<file path="src/rtl/capture_sequencer.sv">
// +----------------------------------------------------------------------------+
// | capture_sequencer                                                          |
// | Capture-cycle controller: clear / pre-trigger fill / armed / post phases   |
// | for the sample-memory window counter. Optional auto-trigger timeout is     |
// | built when CAPSEQ_AUTO_TRIG_EN is defined.                                 |
// | Rev 1.0                                                                    |
// +----------------------------------------------------------------------------+
`default_nettype none

module capture_sequencer #(
    parameter int PRE_W = 18,
    parameter int TMO_W = 24
) (
    input  logic             clk,
    input  logic             rst_n,
    input  logic             i_start,
    input  logic             i_abort,
    input  logic [PRE_W-1:0] i_pre_depth,
    input  logic             i_trig_in,
    input  logic             i_write_ready,
    input  logic [TMO_W-1:0] i_tmo_limit,
    output logic             o_cnt_rst,
    output logic             o_cnt_en_0,
    output logic             o_cnt_en_1,
    output logic             o_trig_out,
    output logic             o_busy,
    output logic             o_done,
    output logic             o_forced
);

    localparam logic [2:0] S_IDLE    = 3'd0;
    localparam logic [2:0] S_CLEAR   = 3'd1;
    localparam logic [2:0] S_PREFILL = 3'd2;
    localparam logic [2:0] S_ARMED   = 3'd3;
    localparam logic [2:0] S_POST    = 3'd4;
    localparam logic [2:0] S_DONE    = 3'd5;

    logic [2:0]       r_state;
    logic [2:0]       w_next_state;
    logic [PRE_W-1:0] r_pre_cnt;
    logic             r_forced;
    logic             w_forced_d;
    logic             w_timeout;
    logic             w_cnt_rst;
    logic             w_cnt_en_0;
    logic             w_cnt_en_1;
    logic             w_trig_out;
    logic             w_busy;
    logic             w_done;

`ifdef CAPSEQ_AUTO_TRIG_EN
    logic [TMO_W-1:0] r_tmo_cnt;

    assign w_timeout = (r_state == S_ARMED) && (i_tmo_limit != '0)
                       && (r_tmo_cnt == (i_tmo_limit - TMO_W'(1)));

    always_ff @(posedge clk or negedge rst_n) begin
        if (!rst_n) begin
            r_tmo_cnt <= '0;
        end else if (r_state == S_CLEAR) begin
            r_tmo_cnt <= '0;
        end else if (r_state == S_ARMED) begin
            r_tmo_cnt <= r_tmo_cnt + TMO_W'(1);
        end
    end

    // A real trigger on the timeout cycle wins and leaves FORCED clear.
    always_comb begin
        w_forced_d = r_forced;
        if (i_abort || (w_next_state == S_CLEAR)) begin
            w_forced_d = 1'b0;
        end else if (w_timeout && !i_trig_in) begin
            w_forced_d = 1'b1;
        end
    end
`else
    logic w_unused_tmo;

    assign w_unused_tmo = ^i_tmo_limit;
    assign w_timeout    = 1'b0;
    assign w_forced_d   = 1'b0;
`endif

    always_ff @(posedge clk or negedge rst_n) begin
        if (!rst_n) begin
            r_pre_cnt <= '0;
        end else if (r_state == S_CLEAR) begin
            r_pre_cnt <= '0;
        end else if (r_state == S_PREFILL) begin
            r_pre_cnt <= r_pre_cnt + PRE_W'(1);
        end
    end

    // State register; outputs are registered from the next-state decode.
    always_ff @(posedge clk or negedge rst_n) begin
        if (!rst_n) begin
            r_state    <= S_IDLE;
            o_cnt_rst  <= 1'b0;
            o_cnt_en_0 <= 1'b0;
            o_cnt_en_1 <= 1'b0;
            o_trig_out <= 1'b0;
            o_busy     <= 1'b0;
            o_done     <= 1'b0;
            r_forced   <= 1'b0;
        end else begin
            r_state    <= w_next_state;
            o_cnt_rst  <= w_cnt_rst;
            o_cnt_en_0 <= w_cnt_en_0;
            o_cnt_en_1 <= w_cnt_en_1;
            o_trig_out <= w_trig_out;
            o_busy     <= w_busy;
            o_done     <= w_done;
            r_forced   <= w_forced_d;
        end
    end

    assign o_forced = r_forced;

    always_comb begin
        w_next_state = r_state;
        if (i_abort) begin
            w_next_state = S_IDLE;
        end else begin
            case (r_state)
                S_IDLE:    if (i_start) w_next_state = S_CLEAR;
                S_CLEAR:   w_next_state = (i_pre_depth == '0) ? S_ARMED : S_PREFILL;
                S_PREFILL: if (r_pre_cnt == (i_pre_depth - PRE_W'(1))) w_next_state = S_ARMED;
                S_ARMED:   if (i_trig_in || w_timeout) w_next_state = S_POST;
                S_POST:    if (i_write_ready) w_next_state = S_DONE;
                S_DONE:    if (i_start) w_next_state = S_CLEAR;
                default:   w_next_state = S_IDLE;
            endcase
        end
    end

    always_comb begin
        w_cnt_rst  = 1'b0;
        w_cnt_en_0 = 1'b0;
        w_cnt_en_1 = 1'b0;
        w_trig_out = 1'b0;
        w_busy     = 1'b0;
        w_done     = 1'b0;
        case (w_next_state)
            S_CLEAR: begin
                w_busy = 1'b1;
            end
            S_PREFILL: begin
                w_cnt_rst  = 1'b1;
                w_cnt_en_0 = 1'b1;
                w_busy     = 1'b1;
            end
            S_ARMED: begin
                w_cnt_rst  = 1'b1;
                w_cnt_en_1 = 1'b1;
                w_busy     = 1'b1;
            end
            S_POST: begin
                w_cnt_rst  = 1'b1;
                w_cnt_en_1 = 1'b1;
                w_trig_out = 1'b1;
                w_busy     = 1'b1;
            end
            S_DONE: begin
                w_cnt_rst = 1'b1;
                w_done    = 1'b1;
            end
            default: begin
                w_cnt_rst = 1'b0;
            end
        endcase
    end

endmodule

`default_nettype wire

</file>
<file path="config.mk">
export PLATFORM = sky130hd
export DESIGN_NAME = capture_sequencer
export DESIGN_NICKNAME = d
export VERILOG_FILES = /design/src/rtl/capture_sequencer.sv
export SDC_FILE = /design/constraint.sdc
export NUM_CORES = 1
export LEC_CHECK = 0
export BUFFER_PORTS_ARGS = -buffer_cell sky130_fd_sc_hd__buf_2
export CORE_UTILIZATION = 54
export CTS_CLUSTER_SIZE = 12
export DETAILED_ROUTE_END_ITERATION = 6
export PLACE_DENSITY = 0.89
export SETUP_SLACK_MARGIN = 0.4
export SYNTH_ARGS = -nofsm -noshare
export SYNTH_HDL_FRONTEND = slang
export SYNTH_SLANG_ARGS = --single-unit
export TNS_END_PERCENT = 5
</file>
<file path="constraint.sdc">
create_clock -name clk -period 4.35 [get_ports clk]
set_input_delay 0.6525 -clock clk [delete_from_list [all_inputs] [get_ports clk]]
set_output_delay 0.6525 -clock clk [all_outputs]
set_load 0.05 [all_outputs]
</file>
# [Yosys cells after proc, flatten, opt, wreduce, memory -nomap -nowiden]
# Cells that the tools add are included.
[word_totals] regBits=27 latchBits=0 ramBits=0 mem_bits_ro=0 inputBits=48 output_inout_bits=7 wordCells=43 memories=0
[op_classes] addsub=2 mul=0 div=0 magnitude_cmp=0 eq_ne=11 n_shift=0 muxes=15 bitwise=0 n_reduce_logical=7
[ops] operator="$mux W18" count=2
[ops] operator="$add A18 B1 Y18 const B" count=1
[ops] operator="$eq A18 B18 Y1" count=1
[ops] operator="$logic_not A18 Y1" count=1
[ops] operator="$sub A18 B1 Y18 const B" count=1
[ops] operator="$mux W3" count=5
[ops] operator="$pmux W3 S5" count=1
[ops] operator="$eq A3 B2 Y1 const B" count=4
[ops] operator="$eq A3 B3 Y1 const B" count=4
[ops] operator="$reduce_or A4 Y1" count=2
[ops] operator="$mux W1" count=7
[ops] operator="$eq A3 B1 Y1 const B" count=2
[ops] operator="$reduce_or A2 Y1" count=2
[ops] operator="$logic_not A3 Y1" count=1
[ops] operator="$reduce_bool A2 Y1" count=1

# [Longest topological paths before layout]
# Gate-level depths: netlist (run 1).
[depth] word_depth=8 mapped_depth=8 depth_no_buf=8

# [Worst setup path after synthesis (run 1)]
# Ideal clock, no wire load.
[synth_timing] kind="input-to-reg" startpoint="input port i_pre_depth[0]" endpoint="register o_cnt_en_0" setup_ns=0.119 t_arrival_ns=2.103 required_time_ns=4.231 slack_ns=2.128 cell_stages=8 path_buffers=0 path_cell_list="inv_1 ha_1 nor4b_2 and4_1 o211ai_1 a2111oi_2 a41oi_2 and2_1"
[synth_via] elab_chain_len=7 word_cells_on_any_way=9 cone_classes="add/sub (1); eq/ne (2); mux (5); reduce/logical (1)"
[synth_lines] element="start, declared" line="18" source="input logic [PRE_W-1:0] i_pre_depth,"
[synth_lines] element="$sub A18 B1 Y18" line="127" source="S_PREFILL: if (r_pre_cnt == (i_pre_depth - PRE_W'(1))) w_next_state = S_ARMED;"
[synth_lines] element="$eq A18 B18 Y1" line="127"
[synth_lines] element="$mux W3" line="127"
[synth_lines] element="$pmux W3 S5 *" line="124" source="case (r_state)"
[synth_lines] element="$mux W3 *" line="121" source="if (i_abort) begin"
[synth_lines] element="$eq A3 B2 Y1 *" line="143" source="case (w_next_state)"
[synth_lines] element="$mux W1 *" line="143"
[synth_lines] element="via w_cnt_en_0" line="45" source="logic w_cnt_en_0;"
[synth_lines] element="end signal, assigned" line="108" source="o_cnt_en_0 <= w_cnt_en_0;"
[synth_lines] element="end, declared" line="23" source="output logic o_cnt_en_0,"
# The timed path passes the listed nets; every way through them passes the cells marked *.
# A chain may end at the register's enable or synchronous reset.

# [Worst setup path in the final report (run 1)]
[layout_timing] startpoint="register r_state[0]" endpoint="register o_cnt_en_0"
[layout_via] elab_chain_len=6 word_cells_on_any_way=15 cone_classes="eq/ne (6); mux (7); reduce/logical (2)"
[layout_lines] element="start, declared" line="38" source="logic [2:0] r_state;"
[layout_lines] element="start signal, assigned" line="106" source="r_state <= w_next_state;"
[layout_lines] element="$eq A3 B3 Y1 / $logic_not A3 Y1 (equally long branches)" line="124"
[layout_lines] element="$reduce_or A2 Y1 (no source line)"
[layout_lines] element="$pmux W3 S5 *" line="124"
[layout_lines] element="$mux W3 *" line="121"
[layout_lines] element="$eq A3 B2 Y1 *" line="143"
[layout_lines] element="$mux W1 *" line="143"
[layout_lines] element="via w_cnt_en_0" line="45"
# Marked as above.

==> results of run 1 <==
==> cell families after synthesis <==
family                     after synthesis
and+or+nand+nor                         88
muxes                                    1
AOI/OAI and AO/OA                       71
other                                    1
adders and majority gates                2
xor gates and xnor gates                24
DFF                                     27
buffers and inverters                   23
==> path summary, 6_finish.rpt <==
kind                                              to  slack, ps  cells past startpoint
max reg2reg                     o_cnt_en_0$_DFF_PN0_       1740                      6
max in group asynchronous        o_cnt_rst$_DFF_PN0_       3670                      1
min                         r_pre_cnt[0]$_DFFE_PN0P_        300                      1
max                             o_cnt_en_0$_DFF_PN0_       1740                      6
min in group clk           r_pre_cnt[16]$_DFFE_PN0P_        550                      1
min reg2reg                r_pre_cnt[16]$_DFFE_PN0P_        550                      1
==> state kept, by name, indices dropped and copies added, names as in the netlist <==
register and cells:
r_pre_cnt 18, r_state 3, o_busy 1, o_cnt_en_0 1
o_cnt_en_1 1, o_cnt_rst 1, o_done 1, o_trig_out 1
==> per-layer routing <==
layer	routed length (µm)	global-route usage, %	up-vias
met5	0	0	-
met4	80	7.56	0
met3	199	1.82	8
met2	2070	37.1	49
met1	1910	31.9	892
li1	-	-	916
==> cell type report <==
cell class	instances	share of cell area, %
clock inverters	1	0.233
inverters	11	1.92
multi-input cells	187	56.0
well taps	46	2.67
flip-flops and latches	27	31.4
clock buffers	3	1.05
repair buffers	29	6.74
==> power breakdown <==
| group | internal, W | switching [W] | leakage [nW] |
|---|---|---|---|
| clock | 0.0000345 | 0.0000750 | 0.0177 |
| combinational | 0.0000483 | 0.0000812 | 0.558 |
| sequential | 0.000264 | 0.0000208 | 0.372 |
==> through the flow <==
step / power (W) / instance area (µm²) / utilization [%] / hold slack, ps / worst slack (ps)
finish: 0.000524 / 2150 / 63.0 / 302 / 1740
global route: 0.000555 / 2150 / 63.0 / 325 / 1620
CTS: 0.000524 / 2150 / 63.0 / 317 / 1760
detailed placement: 0.000418 / 2120 / 62.2 / 533 / 1550
global placement: 0.000414 / 2120 / 62.2 / 507 / 1580
floorplan: 0.000376 / 1970 / - / 357 / 2130
==> synth_stat cells (all sizes together) <==
library cell | instances | area share (%)
dfrtp | 27 | 34
o21ai | 26 | 6.6
nor2 | 18 | 3.4
a21oi | 14 | 3.5
nand2 | 13 | 2.5
nand3 | 13 | 3.3
xor2 | 13 | 5.8
inv | 11 | 2.1
xnor2 | 11 | 4.9
clkbuf | 8 | 1.5
a31oi | 7 | 2.2
nor3 | 7 | 2.0
nand4 | 6 | 1.9
and4 | 5 | 2.2
and3 | 4 | 1.3
buf | 4 | 1.1
nand2b | 4 | 1.3
nor4 | 4 | 1.6
a22oi | 3 | 1.1
nand3b | 3 | 1.1
nor2b | 3 | 0.95
nor4b | 3 | 2.0
o211ai | 3 | 1.1
a211o | 2 | 0.95
and2 | 2 | 0.63
ha | 2 | 1.3
o22ai | 2 | 0.63
o31a | 2 | 0.89
o31ai | 2 | 0.76
a2111oi | 1 | 0.76
a211oi | 1 | 0.38
a21o | 1 | 0.38
a22o | 1 | 0.44
a41oi | 1 | 0.82
and3b | 1 | 0.51
conb | 1 | 0.19
mux2i | 1 | 0.51
o2111ai | 1 | 0.44
o21a | 1 | 0.38
o21bai | 1 | 0.38
o2bb2ai | 1 | 0.44
o311ai | 1 | 0.44
or3b | 1 | 0.44
or4 | 1 | 0.57
==> worst max-delay path: cells and delay by family, from the launching register on <==
kind | cells | cell delay [ps]
AND/OR/NAND/NOR | 3 | 1200
AO/OA/AOI/OAI | 3 | 770
flip-flops | 1 | 550
==> reports/metrics.cfg, run 1 <==
[outcome]
outcome = finished clean

[yosys]
ys_seq_area_share_pct = 34.2
synth_compound_area_share_pct = 22.8
synth_top_family_by_area = simple AND/OR/NAND/NOR gates
ys_ff_latch = 27
synth-adder-area-share_pct = 1.27
yosys-mux-area-fraction_pct = 0.507
yosysWarningCount = 0
yosys.area_share.simple_pct = 25.7
synth_xor_area_share_pct = 10.6
synth_area_um2 = 1970
synth.distinct_cells = 49
netlist_instances = 237
syn-num-nets = 287
syn-mean-instance-area_um2 = 8.33

[die]
num_rows = 21
io_pins = 55
start_util_pct = 57.8
die-area_um2 = 3900
die_h_um = 62.5
die_x_um = 62.5
core_um2 = 3420

[clocking]
clkTransAtPathRegs_ps = 140
hold_buffers = 0
cts_tree = yes
clk_latency_ps = 320
clock_path_buffers = 2
post-cts-setup-buffers = 0
cts_resized = 0
htreeDepth = 1
cts_sinks = 27
numCtsBuffers = 3
ctsRootBufferMaster = clkbuf_4

[setup_path]
path_cells = or3b_1 -> nor3_1 -> o211ai_1 -> a2111oi_2 -> a41oi_2 -> and2_1
cp.required_ps = 4590
critPathArrivalTime_ps = 2850
start_kind = flop
worstSetupEndpointType = flop
r2r-start = r_state[0]$_DFF_PN0_
worstPathMaxFanout = 16
path_class = flop to flop
slowest_stage = or3b_1
slowest_delay_ps = 670
crit_start = r_state[0]$_DFF_PN0_

[grt]
grt.total_usage_pct = 22.8
overflow = 0
grt_pass1_wl_um = 7280
grt_max_degree = 28
antenna_found_initial = 0
first_global_vias = 1631

[drt]
wl_per_cell_um = 14.0
drtPass1Iterations = 4
drt-total-wl_um = 4270
vias_per_cell = 6.13
ant_nets = 0
vias = 1865
drtIter0Drc = 141
drc = 0

[finish]
nets = 309
multiInputGateArea_um2 = 1200
regArea_um2 = 676
diodes = 0
fill_cells = 294
drive_above_1_share_pct = 16.3
area_delta_synth_final_pct = 9.00
final_cell_mix = buf_2, dfrtp_1, o21ai_0
final_cells = 304
mostFrequentLayoutCell = buf_2

[timing]
skew_ps = 1.77
fin_setup_tns_ps = 0
post-route-period-util_pct = 60.0
finalHoldViolCount = 0
setup_viol = 0
worst_pin_slew_ps = 792
max_clock_freq_ghz = 0.383
slew_headroom_pct = 47.0
layout_min_cycle_time_ps = 2610
finalMaxSlewViolations = 0
rsz0062_at_grt = no

[min_path]
hp-class = primary input to async pin

[flow_run]
maxCapViolations = 0

[placed_design]
gp_congestion = 0.813
dp_cells = 300
place_hpwl_um = 3200
io_buffers = 29

[pwr]
power_leakage_nw = 0.947
ir_drop_uv = 208
p_per_area_nw_per_um2 = 243

Note: power is estimated with default switching activity, not from simulation.
==> inputs of run 2 (changes only) <==
--- a/config.mk
+++ b/config.mk
@@ -6,10 +6,10 @@
 export NUM_CORES = 1
 export LEC_CHECK = 0
 export BUFFER_PORTS_ARGS = -buffer_cell sky130_fd_sc_hd__buf_2
-export CORE_UTILIZATION = 54
+export CORE_UTILIZATION = 47
 export CTS_CLUSTER_SIZE = 12
 export DETAILED_ROUTE_END_ITERATION = 6
-export PLACE_DENSITY = 0.89
+export PLACE_DENSITY = 0.83
 export SETUP_SLACK_MARGIN = 0.4
 export SYNTH_ARGS = -nofsm -noshare
 export SYNTH_HDL_FRONTEND = slang
==> constraint.sdc (replaced) <==
create_clock -name clk -period 2.4 [get_ports clk]
set_input_delay 0.36 -clock clk [delete_from_list [all_inputs] [get_ports clk]]
set_output_delay 0.36 -clock clk [all_outputs]
set_load 0.05 [all_outputs]
==> run 2 against run 1 <==
Sequential cell count unchanged. Clock skew up 3.8 ps. Utilization down 6.2 points. First-iteration DRC count down 34%. Routed wire length up 2.2%. Non-clock buffer count up 12. Count of clock-buffer cells in the layout unchanged. Via count down 0.64%. Critical path type is now primary input to flop. Largest power group unchanged.
==> reports/metrics.cfg, run 2 (synthesized netlist as in run 1, its figures left out) <==
[outcome]
outcome = finished clean

[die]
io_pins = 55  ; unchanged
start_util_pct = 49.0  ; -8.8 points
die_x_um = 66.8  ; +7.0%
num_rows = 23  ; +9.5%
core_um2 = 4030  ; +18%
die-area_um2 = 4460  ; +14%
die_h_um = 66.8  ; +7.0%

[clocking]
htreeDepth = 1  ; unchanged
clkTransAtPathRegs_ps = 100  ; -40 ps
clk_latency_ps = 280  ; -40 ps
ctsRootBufferMaster = clkbuf_8
numCtsBuffers = 3  ; unchanged
clock_path_buffers = 2  ; unchanged
hold_buffers = 0  ; unchanged
cts_tree = yes
cts_sinks = 27  ; unchanged

[pwr]
switching_share_pct = 32.7  ; -1.1 points
seqPwrFrac_pct = 48.9  ; -5.5 points
netSwitchingPower_w = 0.000339  ; +91%
p_int_w = 0.000696  ; +100%
ir_drop_uv = 252  ; +21%
p_per_area_nw_per_um2 = 452  ; +86%
power_leakage_nw = 1.02  ; +7.7%
combPwrFrac_pct = 25.7  ; +1.0 points
pwr-share-clk_pct = 25.4  ; +4.5 points

[placed_design]
gp_congestion = 0.769  ; -5.4%
place_hpwl_um = 3270  ; +2.3%
io_buffers = 29  ; unchanged

[setup_path]
cp.required_ps = 2580  ; -2010 ps
slowest_stage = nor4b_2
worstSetupEndpointType = flop
r2r_slack_ps = 460  ; -1280 ps
slowest_delay_ps = 370  ; -300 ps
rr_worst_depth = 7  ; +1
path_class = primary input to flop
cp_common_cell = nor4b_2
cp_top_family = simple AND/OR/NAND/NOR gates
r2r-end = o_cnt_en_0$_DFF_PN0_
r2r-start = r_state[0]$_DFF_PN0_
worstPathMaxFanout = 5  ; -11
critPathArrivalTime_ps = 2160  ; -690 ps
path_cells = buf_2 -> inv_1 -> ha_1 -> nor4b_2 -> and3_1 -> a21oi_1 -> nor4b_2 -> a41oi_4 -> and2_1
cp_num_buf_inv = 2  ; +2
start_kind = primary input

[grt]
first_global_vias = 1680  ; +3.0%
grt_pass1_wl_um = 7290  ; about the same
grt.total_usage_pct = 21.2  ; -1.5 points
grt_max_degree = 28  ; unchanged
overflow = 0  ; unchanged
antenna_found_initial = 0  ; unchanged

[finish]
nets = 321  ; +3.9%
largest_reg_flops = 18  ; unchanged
area_delta_synth_final_pct = 15.9
mostFrequentLayoutCell = buf_2
fin_util_pct = 56.8  ; -6.2 points
diodes = 0  ; unchanged
largest_registers = r_pre_cnt: 18 flops, r_state: 3 flops
largest_register = r_pre_cnt
final_cell_mix = buf_2, o21ai_0, dfrtp_1
drive_above_1_share_pct = 21.5  ; +5.2 points

[drt]
ant_nets = 0  ; unchanged
drtIter0Drc = 93  ; -34%
wl_per_cell_um = 13.6  ; -3.0%
vias = 1853  ; -0.64%
drtPass1Iterations = 4  ; unchanged
drt-total-wl_um = 4360  ; +2.2%
drc = 0  ; unchanged
vias_per_cell = 5.79  ; -5.6%

[timing]
slew_headroom_pct = 60.8  ; +14 points
post-route-period-util_pct = 82.7
setup_viol = 0  ; unchanged
worst_pin_slew_ps = 588  ; -204 ps
finalMaxSlewViolations = 0  ; unchanged
max_clock_freq_ghz = 0.504
layout_min_cycle_time_ps = 1980
fin_setup_tns_ps = 0  ; unchanged
rsz0062_at_grt = yes
skew_ps = 5.56  ; +3.79 ps
finalHoldViolCount = 0  ; unchanged

[min_path]
hp-class = primary input to async pin

[flow_run]
maxCapViolations = 0  ; unchanged

run 2: area by class of cell:
class / count / area [µm²]
inverter: 11 / 41.3
sequential: 27 / 677
tap: 50 / 62.6
clock inverter: 1 / 5.00
fill: 357 / 1740
timing repair buffer: 41 / 235
clock buffer: 3 / 41.3
multi-input combinational: 187 / 1230
run 2: worst max-delay path by stage:
stage,cells past startpoint,slack (ps),startpoint,end
3_3_place_gp,10,140,i_pre_depth[1],o_cnt_en_0$_DFF_PN0_
2_1_floorplan,8,470,i_pre_depth[0],o_cnt_en_0$_DFF_PN0_
5_1_grt,10,280,i_pre_depth[1],o_cnt_en_0$_DFF_PN0_
4_1_cts,9,400,i_pre_depth[1],o_cnt_en_0$_DFF_PN0_
3_5_place_dp,10,90,i_pre_depth[0],o_cnt_en_0$_DFF_PN0_
6_report,9,420,i_pre_depth[0],o_cnt_en_0$_DFF_PN0_
run 2: worst reg2reg max path: stages, from the launching register on:
cell and delay (ps):
dfrtp_1 390, or3b_4 420, nor3_2 150, o211ai_1 140, a2111oi_2 210, buf_4 180, a41oi_4 150, and2_1 200
run 2: layer usage:
metal / global-route usage, % / routed length [µm]
met1: 27.3 / 2020
met2: 36.6 / 2100
met3: 1.54 / 141
met4: 8.24 / 95
met5: 0 / 0
run 2: metrics by stage:
step	cell area [µm²]	worst slack (ps)	std cells	power, W	hold WS [ps]
after floorplan	1970	470	237	0.000681	64.4
after global routing	2290	284	320	0.00109	115
final	2290	415	320	0.00103	68.3
after detailed placement	2220	87.1	316	0.000771	402
after global placement	2220	138	316	0.000763	399
after CTS	2280	401	320	0.00104	94.8
run 2: what timing repair did:
item | 4_1_cts | 5_1_grt
setup buffers | 0 | 0
gates resized for setup | 3 | 2
hold endpoints to repair | 0 | 0
setup endpoints to repair | 4 | 8
pin swaps | 1 | 0
run 2: power groups by stage:
stage	clock, W	sequential (W)	combinational (W)
2_1_floorplan	0	0.000532	0.000150
3_3_place_gp	0	0.000514	0.000249
3_5_place_dp	0	0.000514	0.000257
4_1_cts	0.000269	0.000505	0.000266
5_1_grt	0.000287	0.000512	0.000295
6_report	0.000263	0.000506	0.000265
==> inputs of run 3 (changes only) <==
==> constraint.sdc (replaced) <==
create_clock -name clk -period 1.7 [get_ports clk]
set_input_delay 0.255 -clock clk [delete_from_list [all_inputs] [get_ports clk]]
set_output_delay 0.255 -clock clk [all_outputs]
set_load 0.05 [all_outputs]
==> run 3 against run 2 <==
The run now ends with setup timing left. Sequential share of layout area shrank 5.0 points. Critical path type is now flop to flop. Non-clock buffer count grew 42. Total power grew 57%. Hold slack gained 210 ps. Setup slack lost 630 ps. Utilization grew 12 points. Combinational power grew 100%.
==> reports/metrics.cfg, run 3 (synthesized netlist as in run 1, its figures left out) <==
[outcome]
outcome = finished with violations
violations = setup timing

[clocking]
cts_tree = yes
clk_latency_ps = 280  ; about the same
numCtsBuffers = 3  ; unchanged
clock_path_buffers = 2  ; unchanged
ctsRootBufferMaster = clkbuf_8
cts_sinks = 27  ; unchanged
htreeDepth = 1  ; unchanged
clkTransAtPathRegs_ps = 100  ; about the same
post-cts-setup-buffers = 0  ; unchanged

[timing]
rsz0062_at_grt = yes
worst_pin_slew_ps = 624  ; +35.7 ps
skew_ps = 14.0  ; +8.45 ps
layout_min_cycle_time_ps = 1910
post-route-period-util_pct = 112
finalMaxSlewViolations = 0  ; unchanged
finalHoldViolCount = 0  ; unchanged
setup_viol = 4  ; +4
layout_setup_ws_ps = -212  ; -627 ps
max_clock_freq_ghz = 0.523
slew_headroom_pct = 58.4  ; -2.4 points

[setup_path]
critPathArrivalTime_ps = 2100  ; -60 ps
worstPathMaxFanout = 4  ; -1
r2r_slack_ps = -210  ; -670 ps
slowest_stage = or3b_4
rr_worst_depth = 6  ; -1
slowest_delay_ps = 430  ; +60 ps
worstSetupEndpointType = flop
cp.required_ps = 1880  ; -700 ps
start_kind = flop
path_class = flop to flop
r2r-start = r_state[2]$_DFF_PN0_
path_cells = or3b_4 -> nor3_2 -> o211ai_1 -> a2111oi_2 -> a41oi_2 -> and2_1
r2r-end = o_cnt_en_0$_DFF_PN0_

[finish]
diodes = 0  ; unchanged
regArea_um2 = 677  ; unchanged
mostFrequentLayoutCell = buf_4
largest_register = r_pre_cnt
fill_cells = 307  ; -14%
nets = 363  ; +13%
fin_util_pct = 68.4  ; +12 points
largest_registers = r_pre_cnt: 18 flops, r_state: 3 flops
largest_reg_flops = 18  ; unchanged
final_cell_mix = buf_4, buf_2, dfrtp_1
area_delta_synth_final_pct = 39.5
drive_above_1_share_pct = 38.1  ; +17 points
multiInputGateArea_um2 = 1340  ; +8.9%

[drt]
wl_per_cell_um = 14.9  ; +9.5%
ant_nets = 0  ; unchanged
drtPass1Iterations = 4  ; unchanged
drtIter0Drc = 131  ; +41%
drc = 0  ; unchanged
vias_per_cell = 5.86  ; +1.2%
drt-total-wl_um = 5400  ; +24%
vias = 2121  ; +14%

[placed_design]
gp_congestion = 0.810  ; +5.3%
place_hpwl_um = 3830  ; +17%
io_buffers = 29  ; unchanged
dpl_worst_slack_ps = -432  ; -519 ps

[min_path]
hold_end = r_state[0]$_DFF_PN0_
hp-class = primary input to flop
worstHoldPathCells = 3
min_from = i_abort

[die]
die-area_um2 = 4460  ; unchanged
start_util_pct = 49.0  ; unchanged
die_h_um = 66.8  ; unchanged
die_x_um = 66.8  ; unchanged
core_um2 = 4030  ; unchanged
num_rows = 23  ; unchanged
io_pins = 55  ; unchanged

[pwr]
p_per_area_nw_per_um2 = 590  ; +31%
ir_drop_uv = 476  ; +89%
power_leakage_nw = 1.25  ; +22%

[grt]
antenna_found_initial = 0  ; unchanged
first_global_vias = 2027  ; +21%
overflow = 0  ; unchanged
grt.total_usage_pct = 26.1  ; +4.9 points
grt_pass1_wl_um = 8870  ; +22%
grt_max_degree = 28  ; unchanged

[flow_run]
maxCapViolations = 0  ; unchanged

## run 3: changes by cell type in the layout (fill, tap and decap cells not counted), moves of 3 or more
cell     before  now
and4_1        5    2
and4_4        0    3
buf_4        12   47
buf_6         0    8
inv_1        11    8
nor2_1       17   14
o21ai_0      26   15
o21ai_1       0   11
## run 3: power by group
group          total [W]  internal (W)  leakage [nW]  switching (W)
registers       0.000705      0.000675         0.370      0.0000298
logic           0.000541      0.000241         0.856       0.000300
clock network   0.000380      0.000167        0.0217       0.000214
total            0.00163       0.00108          1.25       0.000544
## run 3: layout make-up
type,instances,area share (%)
Clock inverter,1,0.272
Clock buffer,3,1.50
Tap cell,50,2.27
Sequential cell,27,24.6
Timing Repair Buffer,83,21.3
Inverter,11,1.59
Multi-Input combinational cell,187,48.5
## run 3: worst max path at each step
stage,slack (ps),cells after the start,to,startpoint
after global placement,-360,9,o_cnt_en_0$_DFF_PN0_,i_pre_depth[0]
after floorplan,-160,7,o_cnt_en_0$_DFF_PN0_,r_state[0]$_DFF_PN0_
after global routing,-280,6,o_cnt_en_0$_DFF_PN0_,r_state[2]$_DFF_PN0_
after CTS,-220,6,o_cnt_en_0$_DFF_PN0_,r_state[2]$_DFF_PN0_
after detailed placement,-430,9,o_cnt_en_0$_DFF_PN0_,i_pre_depth[0]
final,-210,6,o_cnt_en_0$_DFF_PN0_,r_state[2]$_DFF_PN0_
## run 3: timing repair
action / 4_1_cts / 5_1_grt
pin swaps: 20 / 14
setup endpoints to repair: 24 / 26
resized for setup: 39 / 14
cloned: 0 / 0
hold buffers: 1 / 0
hold endpoints to repair: 16 / 0
## run 3: layer usage
metal / track usage (%) / vias to the layer above / part of all wire [%]
met2: 47.0 / 79 / 52
met1: 30.9 / 1014 / 41
met3: 3.42 / 14 / 4.7
met4: 10.4 / 0 / 2.1
met5: 0 / - / 0
li1: - / 1014 / -
## run 3: through the flow
stage                     power (W)  area [µm²]  setup TNS, ps  hold slack, ps  std cells
final                       0.00163        2760           -635             275        362
after global routing        0.00172        2760           -967             294        362
after CTS                   0.00160        2730           -684             277        362
after detailed placement    0.00118        2540          -2020             300        357
after global placement      0.00116        2540          -1650             293        357
after floorplan            0.000971        2000           -441           -40.6        237
## run 3: worst max-delay path, delay by kind of cell (launching register included)
family | cells | cell delay, ps
AND/OR/NAND/NOR | 3 | 750
AO/OA/AOI/OAI | 3 | 670
flip-flops | 1 | 400
